===== src/rtl/video_pattern_gen.sv =====
// Video timing generator plus run-time selectable test pattern source.
// Optional build macro PATTERN_SCROLL_EN: colorbar and gray ramp scroll left 1 px per frame.
module video_pattern_gen #(
  parameter int unsigned H_SYNC      = 40,
  parameter int unsigned H_BP        = 220,
  parameter int unsigned H_VALID     = 1280,
  parameter int unsigned H_FP        = 110,
  parameter int unsigned V_SYNC      = 5,
  parameter int unsigned V_BP        = 20,
  parameter int unsigned V_VALID     = 720,
  parameter int unsigned V_FP        = 5,
  parameter logic        HS_POLARITY = 1'b1,
  parameter logic        VS_POLARITY = 1'b0,
  parameter int unsigned GRID_STEP   = 32
) (
  input  logic        pixel_clk,
  input  logic        rst,
  input  logic [1:0]  pattern_sel,
  input  logic [23:0] solid_rgb,
  output logic        video_hs,
  output logic        video_vs,
  output logic        video_de,
  output logic [23:0] video_rgb,
  output logic [11:0] pixel_xpos,
  output logic [11:0] pixel_ypos,
  output logic        frame_start
);

  localparam int unsigned H_TOTAL = H_SYNC + H_BP + H_VALID + H_FP;
  localparam int unsigned V_TOTAL = V_SYNC + V_BP + V_VALID + V_FP;
  localparam int unsigned H_ACT0  = H_SYNC + H_BP;
  localparam int unsigned H_ACT1  = H_ACT0 + H_VALID;
  localparam int unsigned V_ACT0  = V_SYNC + V_BP;
  localparam int unsigned V_ACT1  = V_ACT0 + V_VALID;
  localparam int unsigned BAR_W   = H_VALID / 8;

  logic [11:0] h_cnt_q, h_cnt_d, v_cnt_q, v_cnt_d;
  logic        h_wrap, v_last, h_act, v_act, act, frame_first;
  logic [1:0]  pat_q;
  logic [11:0] xr_q, bar_px_q, gx_q, gy_q;
  logic [2:0]  bar_idx_q;
  logic [11:0] line_x0, line_px0;
  logic [2:0]  line_idx0;
  logic [23:0] pat_rgb;

  // Advance a bar position by one pixel; the last bar absorbs the remainder.
  function automatic logic [14:0] bar_step(input logic [2:0] idx, input logic [11:0] px);
    if (idx == 3'd7)                 return {idx, px};
    else if (px == 12'(BAR_W - 1))   return {idx + 3'd1, 12'd0};
    else                             return {idx, px + 12'd1};
  endfunction

  // Colorbar palette, white to black.
  function automatic logic [23:0] bar_color(input logic [2:0] idx);
    case (idx)
      3'd0:    return 24'hFFFFFF;
      3'd1:    return 24'hFFFF00;
      3'd2:    return 24'h00FFFF;
      3'd3:    return 24'h00FF00;
      3'd4:    return 24'hFF00FF;
      3'd5:    return 24'hFF0000;
      3'd6:    return 24'h0000FF;
      default: return 24'h000000;
    endcase
  endfunction

  // Counter next-state and region decode.
  always_comb begin
    h_wrap      = (h_cnt_q == 12'(H_TOTAL - 1));
    v_last      = (v_cnt_q == 12'(V_TOTAL - 1));
    h_cnt_d     = h_wrap ? 12'd0 : h_cnt_q + 12'd1;
    v_cnt_d     = v_cnt_q;
    if (h_wrap) v_cnt_d = v_last ? 12'd0 : v_cnt_q + 12'd1;
    h_act       = (h_cnt_q >= 12'(H_ACT0)) && (h_cnt_q < 12'(H_ACT1));
    v_act       = (v_cnt_q >= 12'(V_ACT0)) && (v_cnt_q < 12'(V_ACT1));
    act         = h_act && v_act;
    frame_first = (h_cnt_q == 12'd0) && (v_cnt_q == 12'd0);
  end

  // Timing counters and frame-boundary pattern latch.
  always_ff @(posedge pixel_clk or posedge rst) begin
    if (rst) begin
      h_cnt_q <= '0;
      v_cnt_q <= '0;
      pat_q   <= '0;
    end else begin
      h_cnt_q <= h_cnt_d;
      v_cnt_q <= v_cnt_d;
      if (frame_first) pat_q <= pattern_sel;
    end
  end

`ifdef PATTERN_SCROLL_EN
  logic [11:0] frame_cnt_q, off_q, spx_q;
  logic [2:0]  sidx_q;

  // Per-frame scroll offset (frame_cnt mod H_VALID) and the bar position it maps to.
  always_ff @(posedge pixel_clk or posedge rst) begin
    if (rst) begin
      frame_cnt_q <= '0;
      off_q       <= '0;
      spx_q       <= '0;
      sidx_q      <= '0;
    end else if (h_wrap && v_last) begin
      frame_cnt_q <= frame_cnt_q + 12'd1;
      if ((off_q == 12'(H_VALID - 1)) || (frame_cnt_q == 12'hFFF)) begin
        off_q  <= '0;
        spx_q  <= '0;
        sidx_q <= '0;
      end else begin
        off_q           <= off_q + 12'd1;
        {sidx_q, spx_q} <= bar_step(sidx_q, spx_q);
      end
    end
  end

  assign line_x0   = off_q;
  assign line_px0  = spx_q;
  assign line_idx0 = sidx_q;
`else
  assign line_x0   = '0;
  assign line_px0  = '0;
  assign line_idx0 = '0;
`endif

  // Running pixel-position counters replacing divide/modulo.
  always_ff @(posedge pixel_clk or posedge rst) begin
    if (rst) begin
      xr_q      <= '0;
      bar_px_q  <= '0;
      bar_idx_q <= '0;
      gx_q      <= '0;
      gy_q      <= '0;
    end else begin
      if (!h_act) begin
        xr_q      <= line_x0;
        bar_px_q  <= line_px0;
        bar_idx_q <= line_idx0;
        gx_q      <= '0;
      end else begin
        if (xr_q == 12'(H_VALID - 1)) begin
          xr_q      <= '0;
          bar_px_q  <= '0;
          bar_idx_q <= '0;
        end else begin
          xr_q                  <= xr_q + 12'd1;
          {bar_idx_q, bar_px_q} <= bar_step(bar_idx_q, bar_px_q);
        end
        gx_q <= (gx_q == 12'(GRID_STEP - 1)) ? 12'd0 : gx_q + 12'd1;
      end
      if (h_wrap) begin
        if (v_act) gy_q <= (gy_q == 12'(GRID_STEP - 1)) ? 12'd0 : gy_q + 12'd1;
        else       gy_q <= '0;
      end
    end
  end

  // Pattern colour for the current pixel.
  always_comb begin
    pat_rgb = 24'h000000;
    case (pat_q)
      2'd0:    pat_rgb = bar_color(bar_idx_q);
      2'd1:    pat_rgb = {3{xr_q[7:0]}};
      2'd2:    pat_rgb = ((gx_q == 12'd0) || (gy_q == 12'd0)) ? 24'hFFFFFF : 24'h000000;
      default: pat_rgb = solid_rgb;
    endcase
  end

  // Registered video outputs, one clock behind the counters.
  always_ff @(posedge pixel_clk or posedge rst) begin
    if (rst) begin
      video_hs    <= ~HS_POLARITY;
      video_vs    <= ~VS_POLARITY;
      video_de    <= 1'b0;
      video_rgb   <= '0;
      pixel_xpos  <= '0;
      pixel_ypos  <= '0;
      frame_start <= 1'b0;
    end else begin
      video_hs    <= (h_cnt_q < 12'(H_SYNC)) ? HS_POLARITY : ~HS_POLARITY;
      video_vs    <= (v_cnt_q < 12'(V_SYNC)) ? VS_POLARITY : ~VS_POLARITY;
      video_de    <= act;
      video_rgb   <= act ? pat_rgb : 24'h000000;
      pixel_xpos  <= act ? h_cnt_q - 12'(H_ACT0) : 12'd0;
      pixel_ypos  <= act ? v_cnt_q - 12'(V_ACT0) : 12'd0;
      frame_start <= frame_first;
    end
  end

endmodule


===== config.mk =====
export PLATFORM = sky130hd
export DESIGN_NAME = video_pattern_gen
export DESIGN_NICKNAME = d
export VERILOG_FILES = /design/src/rtl/video_pattern_gen.sv
export SDC_FILE = /design/constraint.sdc
export NUM_CORES = 1
export LEC_CHECK = 0
export ABC_CLOCK_PERIOD_IN_PS = 4970
export BUFFER_PORTS_ARGS = -buffer_cell sky130_fd_sc_hd__buf_2
export CORE_MARGIN = 5
export CORE_UTILIZATION = 55
export CTS_BUF_LIST = sky130_fd_sc_hd__clkbuf_8
export DETAILED_ROUTE_END_ITERATION = 6
export GPL_TIMING_DRIVEN = 0
export PLACE_DENSITY_LB_ADDON = 0.3
export SLEW_MARGIN = 20
export SYNTH_ARGS = -nofsm -noshare
export SYNTH_HDL_FRONTEND = slang
export SYNTH_SLANG_ARGS = --single-unit

===== constraint.sdc =====
create_clock -name pixel_clk -period 4.97 [get_ports pixel_clk]
set_input_delay 0 -clock pixel_clk [delete_from_list [all_inputs] [get_ports pixel_clk]]
set_output_delay 0 -clock pixel_clk [all_outputs]
set_load 0.01 [all_outputs]

==> impl_metrics.tcl <==
set metrics [dict create \
    synth.yosys.seq_area_share 0.495 \
    fin_util 0.672 \
    start_util 0.567 \
    vias 5243 \
    slew_viol_final 0 \
    syn_area_sq_mm 0.00653 \
    grt_remaining_overflow 0 \
    drt_first_pass_iters 5 \
    period_share 0.560 \
    fin_skew_ns 0.0154 \
    numCtsBuffers 17 \
    routed_wl_um 14800 \
    whs_path_depth 4 \
    max_cap_viol_count 0 \
    clock_latency_ns 0.45 \
    cp_num_buf_inv 5 \
    ios 80 \
    cts-htree-levels 4 \
    grt_pass1_vias 5123 \
    drive_gt1_frac 0.175 \
    async_reset_ff_frac 1.00 \
    viasPerCell 5.51 \
    fin_setup_tns_ns 0 \
    crit_slowest_cell "or3b_1" \
    worstSetupPathType "reg2reg" \
    finalPower_mw 1.99 \
    finalHoldViolCount 0 \
    outcome "finished, final reports clean" \
    die_x_um 119 \
    placed_area_sq_mm 0.00713 \
    placementRows 39 \
    nNetsFinal 845 \
    n_antenna_cell 0 \
    synth_nets 724 \
    postCtsHoldBufs 22 \
    mostFrequentLayoutCells "128 x dfrtp_1, 93 x buf_2, 82 x nor2_1" \
    fin_crit_ns 2.78 \
    preCtsSetupSlack_ns 2.19 \
    cts_tree "built" \
    crit_path_max_fanout 10 \
    cts_resized 0 \
    worstMarginPinSlew_ns 1.01 \
    cp.required_ns 5.30 \
    synth_edf_count 0 \
    p_per_area_mw_per_mm2 257 \
    clkSinkCount 129 \
    io_buffer_count 79 \
    synth.avg_cell_area_sq_um 9.68 \
    rsz0062_at_grt "false" \
    path_cells "clkbuf_1 -> inv_1 -> ha_1 -> or3b_1 -> o31ai_1 -> a311o_2 -> or2_1 -> buf_2 -> buf_6 -> buf_4 -> nor2_1" \
    synth-seq-cells 129 \
    arrival_ns 3.11 \
    clk_pin_slew_ns 0.07 \
    finalNonFillerCells 951 \
    nFillCells 865 \
    synth_ff_type "dfrtp_1" \
    whs_ns 0.0309 \
    setup_viol 0 \
    grt_start_max_net_pins 83 \
    core_area_sq_mm 0.0115 \
    gp_congestion 0.926 \
    ff2ff_path_depth 11 \
    dp_hpwl_um 10300 \
    power.leakage_nw 3.64 \
    worst_setup_path_start_kind "register" \
    ys_warn_count 0 \
    first_iter_violations 478 \
    maxSlewHeadroom 0.324 \
    fmax_ghz 0.359 \
    grt_first_pass_wirelength_um 25300 \
    wire_per_inst_um 15.5 \
    cp_top_family "buffers and inverters" \
    grt.total_usage 0.220 \
    ys_types 59 \
    hold_class "in2reg" \
    root_buffer "clkbuf_8" \
    syn_inst 674 \
    die-height_um 119 \
    die_area_sq_mm 0.0141 \
    clockBufferDepth 2 \
    drc 0 \
    cp-end-kind "register" \
    final_common_cell "dfrtp_1" \
    ant_nets 0 \
    area_growth_pct 18.6 \
    crit_path_max_incr_delay_ns 0.42 \
    antenna_found_initial 0 \
    ir_worst_vdd_mv 0.144 \
    dp.cells 897 \
    cts_setup_buffers 0 \
    fin_ws_ns 2.19 \
    final_cell_area_sq_mm 0.00774 \
    path_depth 11 \
]
per-layer routing:
layer | track usage | vias to the layer above | wire length (um)
met5 | 0 | - | 0
li1 | - | 2546 | -
met2 | 0.348 | 187 | 6870
met4 | 0.0912 | 0 | 435
met1 | 0.292 | 2473 | 6570
met3 | 0.0521 | 37 | 908
synth_stat cells, types with 4 or more instances:
library cell / instances / area (sq um)
inv_1: 25 / 93.8
a21oi_1: 44 / 220
or4_1: 4 / 30.0
clkbuf_1: 14 / 52.6
nand3_1: 24 / 120
nand2_1: 43 / 161
nand2b_1: 8 / 50.1
xor2_1: 22 / 193
and4_1: 4 / 35.0
o31ai_1: 4 / 30.0
or3_1: 7 / 43.8
and2_1: 27 / 169
nor2_1: 82 / 308
ha_1: 22 / 275
o21ai_0: 51 / 255
nor3_1: 17 / 85.1
xnor2_1: 32 / 280
nand4_1: 14 / 87.6
buf_2: 14 / 70.1
nor2b_1: 16 / 100
nor4_1: 8 / 50.1
buf_6: 4 / 45.0
and3_1: 9 / 56.3
dfrtp_1: 128 / 3200
worst paths after layout:
check	startpoint	to	slack (ns)
min	solid_rgb[21]	video_rgb[21]	0.03
min in group asynchronous	rst	gy_q[0]	0.13
max	h_cnt_q[2]	pixel_xpos[3]	2.19
max in group asynchronous	rst	pixel_xpos[4]	4.12
min reg2reg	gx_q[0]	gx_q[0]	0.49
max reg2reg	h_cnt_q[2]	pixel_xpos[3]	2.19
final cells by class:
cell class / count / area (sq um) / area share
inverter: 25 / 98.8 / 0.0128
clock inverter: 11 / 100 / 0.0129
tap: 143 / 179 / 0.0231
buffer: 36 / 194 / 0.0250
clock buffer: 21 / 289 / 0.0373
multi-input combinational: 484 / 3010 / 0.389
timing repair buffer: 102 / 643 / 0.0831
sequential: 129 / 3230 / 0.417
power breakdown:
| part | internal, mW | switching [mW] | leakage (nW) |
|---|---|---|---|
| combinational | 0.0304 | 0.0420 | 1.64 |
| clock | 0.486 | 0.378 | 0.219 |
| sequential | 1.05 | 0.00213 | 1.78 |
worst min-delay path: stages:
cell     delay, ns
buf_2         0.08
and2_1        0.11
o21ai_0       0.07
a21oi_1       0.16
state kept, by name, summed over array words and instances (netlist names):
| register | flops |
|---|---|
| pixel_xpos | 12 |
| pat_q | 2 |
| pixel_ypos | 12 |
| bar_px_q | 12 |
| video_de | 1 |
| xr_q | 12 |
| h_cnt_q | 12 |
| bar_idx_q | 3 |
| video_hs | 1 |
| v_cnt_q | 12 |
| gy_q | 12 |
| video_vs | 1 |
| video_rgb | 24 |
| frame_start | 1 |
| gx_q | 12 |
cell families after synthesis:
kind of cell	count (synthesis)	share of synthesized area
simple gates	284	0.235
flops	129	0.495
compound gates	118	0.101
buf+inv	61	0.0441
xor+xnor	54	0.0725
fa+ha+maj	22	0.0422
mux	6	0.0104
No activity file was read; power rests on OpenSTA's default activity.
